`src/rtl/fmap_writeback_layer00_if.sv`:
```
// Handshake and BRAM write bus for the layer-0 feature-map writeback block.
// The producer/BRAM side (master) drives the beat stream and the write grant;
// the writeback block (slave) drives ready, the BRAM write port and status.
interface fmap_writeback_layer00_if;
    logic         iStart;
    logic         iVld;
    logic [127:0] iData;
    logic         iColEnd;
    logic         oReady;
    logic         iWrGrant;
    logic         oWe;
    logic [15:0]  oCs;
    logic [8:0]   oAddr;
    logic [127:0] oWdata;
    logic         oBusy;
    logic         oDone;
    logic         oErr;

    modport master (
        output iStart, iVld, iData, iColEnd, iWrGrant,
        input  oReady, oWe, oCs, oAddr, oWdata, oBusy, oDone, oErr
    );

    modport slave (
        input  iStart, iVld, iData, iColEnd, iWrGrant,
        output oReady, oWe, oCs, oAddr, oWdata, oBusy, oDone, oErr
    );
endinterface

```
`src/rtl/fmap_writeback_layer00.sv`:
```
// Layer-0 output feature-map writeback.
// Beats (one per pixel, 16 x 8-bit channels) are buffered in a small FIFO and
// written to a 16-bank activation BRAM: row r goes to bank r mod 16 at word
// (r/16)*IMG_W + col, so consecutive rows land in distinct banks for the reader.
module fmap_writeback_layer00 #(
    parameter int IMG_W      = 32,
    parameter int IMG_H      = 32,
    parameter int FIFO_DEPTH = 4
) (
    input  logic                       clk,
    input  logic                       rstn,   // active-high asynchronous reset
    fmap_writeback_layer00_if.slave    bus
);

    localparam int TOTAL  = IMG_W * IMG_H;
    localparam int COL_W  = (IMG_W > 1) ? $clog2(IMG_W) : 1;
    localparam int ROW_W  = (IMG_H > 16) ? $clog2(IMG_H) : 4;
    localparam int CNT_W  = $clog2(TOTAL + 1);
    localparam int PTR_W  = (FIFO_DEPTH > 1) ? $clog2(FIFO_DEPTH) : 1;
    localparam int FCNT_W = PTR_W + 1;

    localparam logic [COL_W-1:0]  COL_LAST  = COL_W'(IMG_W - 1);
    localparam logic [CNT_W-1:0]  CNT_LAST  = CNT_W'(TOTAL - 1);
    localparam logic [FCNT_W-1:0] FCNT_FULL = FCNT_W'(FIFO_DEPTH);

    typedef enum logic [1:0] {
        S_IDLE  = 2'd0,
        S_RUN   = 2'd1,
        S_DRAIN = 2'd2,
        S_DONE  = 2'd3
    } state_t;

    state_t              state_q, state_d;
    logic [COL_W-1:0]    in_col_q, in_col_d;
    logic [CNT_W-1:0]    in_cnt_q, in_cnt_d;
    logic [COL_W-1:0]    wr_col_q, wr_col_d;
    logic [ROW_W-1:0]    wr_row_q, wr_row_d;
    logic [PTR_W-1:0]    wr_ptr_q, wr_ptr_d;
    logic [PTR_W-1:0]    rd_ptr_q, rd_ptr_d;
    logic [FCNT_W-1:0]   fcnt_q, fcnt_d;
    logic                ready_q, ready_d;
    logic                we_q, we_d;
    logic [15:0]         cs_q, cs_d;
    logic [8:0]          addr_q, addr_d;
    logic [127:0]        wdata_q, wdata_d;
    logic                busy_q, busy_d;
    logic                done_q, done_d;
    logic                err_q, err_d;

    logic [127:0]        fifo_mem_q [FIFO_DEPTH];

    logic                start_s;
    logic                accept_s;
    logic                pop_s;
    logic                col_last_s;
    logic [8:0]          addr_s;

    // ready_q already implies RUN, so a handshake needs no extra state gating
    assign start_s    = (state_q == S_IDLE) && bus.iStart;
    assign accept_s   = bus.iVld && ready_q;
    assign pop_s      = (fcnt_q != {FCNT_W{1'b0}}) && bus.iWrGrant;
    assign col_last_s = (in_col_q == COL_LAST);
    assign addr_s     = 9'(32'(wr_row_q >> 3'd4) * 32'(IMG_W) + 32'(wr_col_q));

    // Frame sequencing: IDLE -> RUN -> DRAIN -> DONE -> IDLE
    always_comb begin
        state_d = state_q;
        case (state_q)
            S_IDLE: begin
                if (start_s) begin
                    state_d = S_RUN;
                end else begin
                    state_d = S_IDLE;
                end
            end
            S_RUN: begin
                if (accept_s && (in_cnt_q == CNT_LAST)) begin
                    state_d = S_DRAIN;
                end else begin
                    state_d = S_RUN;
                end
            end
            S_DRAIN: begin
                // count reaches zero only at the edge of the final pop
                if (fcnt_q == {FCNT_W{1'b0}}) begin
                    state_d = S_DONE;
                end else begin
                    state_d = S_DRAIN;
                end
            end
            S_DONE: begin
                state_d = S_IDLE;
            end
            default: begin
                state_d = S_IDLE;
            end
        endcase
    end

    // Input side: column tracking, beat count and the sticky column-end error
    always_comb begin
        in_col_d = in_col_q;
        in_cnt_d = in_cnt_q;
        err_d    = err_q;
        if (start_s) begin
            in_col_d = {COL_W{1'b0}};
            in_cnt_d = {CNT_W{1'b0}};
            err_d    = 1'b0;
        end else if (accept_s) begin
            in_col_d = col_last_s ? {COL_W{1'b0}} : in_col_q + COL_W'(1);
            in_cnt_d = in_cnt_q + CNT_W'(1);
            if (bus.iColEnd != col_last_s) begin
                err_d = 1'b1;
            end else begin
                err_d = err_q;
            end
        end else begin
            in_col_d = in_col_q;
            in_cnt_d = in_cnt_q;
            err_d    = err_q;
        end
    end

    // FIFO pointers and occupancy; push and pop together leave the count alone
    always_comb begin
        wr_ptr_d = wr_ptr_q;
        rd_ptr_d = rd_ptr_q;
        fcnt_d   = fcnt_q;
        if (start_s) begin
            wr_ptr_d = {PTR_W{1'b0}};
            rd_ptr_d = {PTR_W{1'b0}};
            fcnt_d   = {FCNT_W{1'b0}};
        end else begin
            wr_ptr_d = accept_s ? wr_ptr_q + PTR_W'(1) : wr_ptr_q;
            rd_ptr_d = pop_s    ? rd_ptr_q + PTR_W'(1) : rd_ptr_q;
            case ({accept_s, pop_s})
                2'b10:   fcnt_d = fcnt_q + FCNT_W'(1);
                2'b01:   fcnt_d = fcnt_q - FCNT_W'(1);
                default: fcnt_d = fcnt_q;
            endcase
        end
    end

    // Write side: raster position of the next beat to leave the FIFO
    always_comb begin
        wr_col_d = wr_col_q;
        wr_row_d = wr_row_q;
        if (start_s) begin
            wr_col_d = {COL_W{1'b0}};
            wr_row_d = {ROW_W{1'b0}};
        end else if (pop_s) begin
            if (wr_col_q == COL_LAST) begin
                wr_col_d = {COL_W{1'b0}};
                wr_row_d = wr_row_q + ROW_W'(1);
            end else begin
                wr_col_d = wr_col_q + COL_W'(1);
                wr_row_d = wr_row_q;
            end
        end else begin
            wr_col_d = wr_col_q;
            wr_row_d = wr_row_q;
        end
    end

    // Registered outputs; ready looks at next-cycle occupancy so a full FIFO never accepts
    always_comb begin
        we_d    = pop_s;
        cs_d    = pop_s ? (16'd1 << wr_row_q[3:0]) : 16'd0;
        addr_d  = pop_s ? addr_s : addr_q;
        wdata_d = pop_s ? fifo_mem_q[rd_ptr_q] : wdata_q;
        ready_d = (state_d == S_RUN) && (fcnt_d < FCNT_FULL);
        busy_d  = (state_d == S_RUN) || (state_d == S_DRAIN);
        done_d  = (state_d == S_DONE);
    end

    // State and control registers
    always_ff @(posedge clk or posedge rstn) begin
        if (rstn) begin
            state_q  <= S_IDLE;
            in_col_q <= {COL_W{1'b0}};
            in_cnt_q <= {CNT_W{1'b0}};
            wr_col_q <= {COL_W{1'b0}};
            wr_row_q <= {ROW_W{1'b0}};
            wr_ptr_q <= {PTR_W{1'b0}};
            rd_ptr_q <= {PTR_W{1'b0}};
            fcnt_q   <= {FCNT_W{1'b0}};
            ready_q  <= 1'b0;
            we_q     <= 1'b0;
            cs_q     <= 16'd0;
            addr_q   <= 9'd0;
            wdata_q  <= 128'd0;
            busy_q   <= 1'b0;
            done_q   <= 1'b0;
            err_q    <= 1'b0;
        end else begin
            state_q  <= state_d;
            in_col_q <= in_col_d;
            in_cnt_q <= in_cnt_d;
            wr_col_q <= wr_col_d;
            wr_row_q <= wr_row_d;
            wr_ptr_q <= wr_ptr_d;
            rd_ptr_q <= rd_ptr_d;
            fcnt_q   <= fcnt_d;
            ready_q  <= ready_d;
            we_q     <= we_d;
            cs_q     <= cs_d;
            addr_q   <= addr_d;
            wdata_q  <= wdata_d;
            busy_q   <= busy_d;
            done_q   <= done_d;
            err_q    <= err_d;
        end
    end

    // Beat storage; contents are only meaningful below the occupancy count, so no reset
    always_ff @(posedge clk) begin
        if (accept_s) begin
            fifo_mem_q[wr_ptr_q] <= bus.iData;
        end
    end

    assign bus.oReady = ready_q;
    assign bus.oWe    = we_q;
    assign bus.oCs    = cs_q;
    assign bus.oAddr  = addr_q;
    assign bus.oWdata = wdata_q;
    assign bus.oBusy  = busy_q;
    assign bus.oDone  = done_q;
    assign bus.oErr   = err_q;

endmodule

```
`src/flat_wrapper.sv`:
```
// flat-port wrapper written by rule: the top's interface ports become plain ports
module fmap_writeback_layer00_flat 
#(
    parameter int IMG_W      = 32,
    parameter int IMG_H      = 32,
    parameter int FIFO_DEPTH = 4
)
  (clk, rstn, bus_iStart, bus_iVld, bus_iData, bus_iColEnd, bus_iWrGrant, bus_oReady, bus_oWe, bus_oCs, bus_oAddr, bus_oWdata, bus_oBusy, bus_oDone, bus_oErr);
  fmap_writeback_layer00_if bus_i ();
  input  logic clk;
  input  logic rstn;
  input wire logic [$bits(bus_i.iStart)-1:0] bus_iStart;
  input wire logic [$bits(bus_i.iVld)-1:0] bus_iVld;
  input wire logic [$bits(bus_i.iData)-1:0] bus_iData;
  input wire logic [$bits(bus_i.iColEnd)-1:0] bus_iColEnd;
  input wire logic [$bits(bus_i.iWrGrant)-1:0] bus_iWrGrant;
  output wire logic [$bits(bus_i.oReady)-1:0] bus_oReady;
  output wire logic [$bits(bus_i.oWe)-1:0] bus_oWe;
  output wire logic [$bits(bus_i.oCs)-1:0] bus_oCs;
  output wire logic [$bits(bus_i.oAddr)-1:0] bus_oAddr;
  output wire logic [$bits(bus_i.oWdata)-1:0] bus_oWdata;
  output wire logic [$bits(bus_i.oBusy)-1:0] bus_oBusy;
  output wire logic [$bits(bus_i.oDone)-1:0] bus_oDone;
  output wire logic [$bits(bus_i.oErr)-1:0] bus_oErr;
  assign bus_i.iStart = bus_iStart;
  assign bus_i.iVld = bus_iVld;
  assign bus_i.iData = bus_iData;
  assign bus_i.iColEnd = bus_iColEnd;
  assign bus_i.iWrGrant = bus_iWrGrant;
  assign bus_oReady = bus_i.oReady;
  assign bus_oWe = bus_i.oWe;
  assign bus_oCs = bus_i.oCs;
  assign bus_oAddr = bus_i.oAddr;
  assign bus_oWdata = bus_i.oWdata;
  assign bus_oBusy = bus_i.oBusy;
  assign bus_oDone = bus_i.oDone;
  assign bus_oErr = bus_i.oErr;
  fmap_writeback_layer00 #(.IMG_W(IMG_W), .IMG_H(IMG_H), .FIFO_DEPTH(FIFO_DEPTH)) u_core (.clk(clk), .rstn(rstn), .bus(bus_i));
endmodule
```
`config.mk`:
```
export PLATFORM = sky130hd
export DESIGN_NAME = fmap_writeback_layer00_flat
export DESIGN_NICKNAME = d
export VERILOG_FILES = /design/src/rtl/fmap_writeback_layer00_if.sv /design/src/rtl/fmap_writeback_layer00.sv /design/src/flat_wrapper.sv
export SDC_FILE = /design/constraint.sdc
export NUM_CORES = 1
export LEC_CHECK = 0
export BUFFER_PORTS_ARGS = -buffer_cell sky130_fd_sc_hd__buf_2
export CAP_MARGIN = 15
export CORE_MARGIN = 8
export CORE_UTILIZATION = 45
export DETAILED_ROUTE_END_ITERATION = 8
export PLACE_DENSITY = 0.6
export SLEW_MARGIN = 5
export SYNTH_ARGS = -nofsm -noshare
export SYNTH_HDL_FRONTEND = slang
export SYNTH_SLANG_ARGS = --single-unit
```
`constraint.sdc`:
```
create_clock -name clk -period 15.5 [get_ports clk]
set_clock_uncertainty 0.15 [all_clocks]
set_input_delay 0.775 -clock clk [delete_from_list [all_inputs] [get_ports clk]]
set_output_delay 0.775 -clock clk [all_outputs]
set_load 0.01 [all_outputs]
```
==> run metrics <==
clk_lat worst skew=600 ps; synthesized flop and latch total=702; initial antenna violation count=16; Data arrival, critical path=3470 ps; Post-DP HPWL=32500 microns; nets=1963; sequential share of the synthesized area=77.3%; Routed Antenna Nets=0; kind of critical path=flip-flop to flip-flop; Layout fillers=4691; Cell Area, Synth=26000 sq um; fmax=0.319 GHz; Critical Path Start Type=flip-flop; Initial DRT Pass Iterations=4; first-pass GRT wire length=86800 microns; fraction of layout cells with a size suffix above 1=29.8%; DR iter-0 viols=915; Worst Max-Slew Pin Slew=1020 ps; max cap viols=0; Worst-path clk slew=60 ps; Finish-stage setup viols=0; RSZ-0062 raised after global routing=no; core area=57500 sq um; RR Startpoint=u_core.rd_ptr_q[0]; Syn Area/Cell=17.4 sq um; Die Span X=257 microns; CTS root buffer=clkbuf_16; htree depth=3; Final TNS setup=0 ps; reg2reg path depth=5; CP max FO=33; worst min-delay path class=primary input to async pin; post-cts hold buffer count=0; area grow syn2layout=18.0%; floorplan row count=88; most frequent cells in the layout=edfxtp_1 (512), nand2_1 (425), buf_2 (288), dfrtp_1 (188), mux4_2 (128); num ports=292; Synthesis Warnings=0; DR DRC count=0; I/O Buffers=288; filler-free cell count of the finished design=2641; reg2reg end=u_core.bus.oWdata[56]; R2R setup slack=12360 ps; PwrDens=187 nW/um^2; RePlAce Congestion=0.732; Num CTS Buffers=75; Yosys cell types=40; Worst setup endpoint=u_core.bus.oWdata[56]; vias per cell=5.17; fin crit share=20.2%; status=finished, final reports clean; Post-CTS Resized=0; Peak VDD IR=128 uV; Total GRT Usage=17.0%; Initial Util=45.3%; leak pwr=12.0 nW; number of global-route vias before repair=14.4k; relative slew slack=31.9%; Placed Instances=2496; pin count of the biggest net entering global routing=91; crit path time final=3140 ps; Longest Clk Path Bufs=3; WL per Instance=21.2 microns; CTS tree=done; Critical Path Start=u_core.rd_ptr_q[0]; Sink Count=702; Final Hold Violating Endpoints=0; commonest non-fill, non-tap cell in the layout=edfxtp_1; worst path required time=15840 ps; post-synthesis cell count=1492; die area=65800 sq um; post-CTS setup buffer count=0; final slew viol count=0; Die Y=257 microns; final WL=56100 microns; DR vias=13.7k; GRT overflow=0; CP endpoint kind=flip-flop
## report_power, final
group	internal (W)	leakage, nW	switching [W]
clock network	0.00100	1.18	0.000712
registers	0.00244	7.06	0.000215
logic	0.000594	3.79	0.000792
total	0.00404	12.0	0.00172
## cells by family (layout without fill, tap and decap cells)
kind of cell,count (synthesis),after routing,synth area share [%]
simple gates,506,506,7.75
other cells,1,8,0.0144
mux,130,130,11.1
fa+ha+maj,21,21,1.01
buf+inv,80,457,1.38
compound gates,34,34,0.774
flops,702,702,77.3
xor+xnor,18,18,0.606
## cells in the mapped netlist
| library cell | count | share of area (%) |
|---|---|---|
| nand3b_1 | 1 | 0.029 |
| dfrtp_1 | 190 | 18 |
| ha_1 | 21 | 1.0 |
| nand2b_1 | 1 | 0.024 |
| or4_1 | 1 | 0.029 |
| conb_1 | 1 | 0.014 |
| mux2i_1 | 2 | 0.077 |
| inv_2 | 2 | 0.029 |
| nand2_1 | 425 | 6.1 |
| a21oi_1 | 20 | 0.38 |
| nor2_1 | 36 | 0.52 |
| buf_1 | 10 | 0.14 |
| and2_1 | 1 | 0.024 |
| nor3_1 | 9 | 0.17 |
| and3_1 | 9 | 0.22 |
| nor3b_1 | 3 | 0.086 |
| mux4_2 | 128 | 11 |
| a31oi_1 | 2 | 0.048 |
| clkbuf_2 | 1 | 0.019 |
| clkbuf_1 | 24 | 0.35 |
| inv_1 | 7 | 0.10 |
| nor4_1 | 2 | 0.048 |
| nand4_1 | 2 | 0.048 |
| buf_4 | 5 | 0.14 |
| buf_2 | 31 | 0.60 |
| o31ai_4 | 1 | 0.082 |
| o311ai_1 | 1 | 0.034 |
| nor3b_2 | 1 | 0.048 |
| xor2_1 | 9 | 0.30 |
| o21a_1 | 1 | 0.029 |
| nand3_1 | 6 | 0.12 |
| o21ai_0 | 7 | 0.13 |
| and4_1 | 2 | 0.067 |
| edfxtp_1 | 512 | 59 |
| nor2b_1 | 3 | 0.072 |
| nor4b_1 | 3 | 0.10 |
| a311oi_1 | 1 | 0.034 |
| a21o_1 | 1 | 0.029 |
| or3_1 | 1 | 0.024 |
| xnor2_1 | 9 | 0.30 |
## final cells by class
class | count | area (sq um) | area share [%]
Clock inverter | 24 | 183 | 0.595
Antenna cell | 5 | 12.5 | 0.0407
Sequential cell | 702 | 20100 | 65.6
Inverter | 9 | 46.3 | 0.151
Clock buffer | 116 | 2210 | 7.18
Tap cell | 765 | 957 | 3.12
Timing Repair Buffer | 308 | 1590 | 5.18
Multi-Input combinational cell | 712 | 5580 | 18.2
## layer usage
layer	global-route usage (%)	wire, microns
met5	0	136
met4	5.78	1440
met3	4.59	3230
met2	27.7	27600
met1	22.0	23700
## through the flow
step                      cell area (sq um)  worst slack (ps)  util, %  hold slack, ps  total power (W)
after floorplan                       26000              9400        -             310          0.00360
after global placement                28300             12180     49.3             302          0.00410
after CTS                             30700             12180     53.4             142          0.00586
after detailed placement              28300             12140     49.3             307          0.00412
after global routing                  30700             11990     53.4             150          0.00607
final                                 30700             12360     53.4             120          0.00575
## sequential cells by signal, indices dropped and copies added (netlist names)
signal,cells
u_core.bus.oBusy,1
u_core.bus.oWe,1
u_core.state_q,2
u_core.fcnt_q,3
u_core.bus.oReady,1
u_core.wr_row_q,5
u_core.fifo_mem_q,512
u_core.wr_ptr_q,2
u_core.wr_col_q,5
u_core.bus.oWdata,128
u_core.bus.oCs,16
u_core.in_col_q,5
u_core.bus.oErr,1
u_core.in_cnt_q,11
u_core.bus.oDone,1
u_core.bus.oAddr,6
u_core.rd_ptr_q,2
## critical path, stage by stage, from the launching register on
cell and delay (ps):
dfrtp_4 790, buf_4 680, buf_4 650, mux4_2 590, nand2_1 90, nand2_1 60
## worst min-delay path by stage
stage                                      start                     end  slack, ps  cells after the start
final                                       rstn   u_core.bus.oWdata[92]        120                      2
after global routing                        rstn   u_core.bus.oWdata[92]        150                      2
after CTS                                   rstn   u_core.bus.oWdata[92]        140                      2
after detailed placement  u_core.bus.oWdata[120]  u_core.bus.oWdata[120]        310                      2
after global placement     u_core.bus.oWdata[52]   u_core.bus.oWdata[52]        300                      2
after floorplan               u_core.wr_row_q[4]     u_core.bus.oAddr[5]        310                      2
Note: power is estimated with default switching activity, not from simulation.
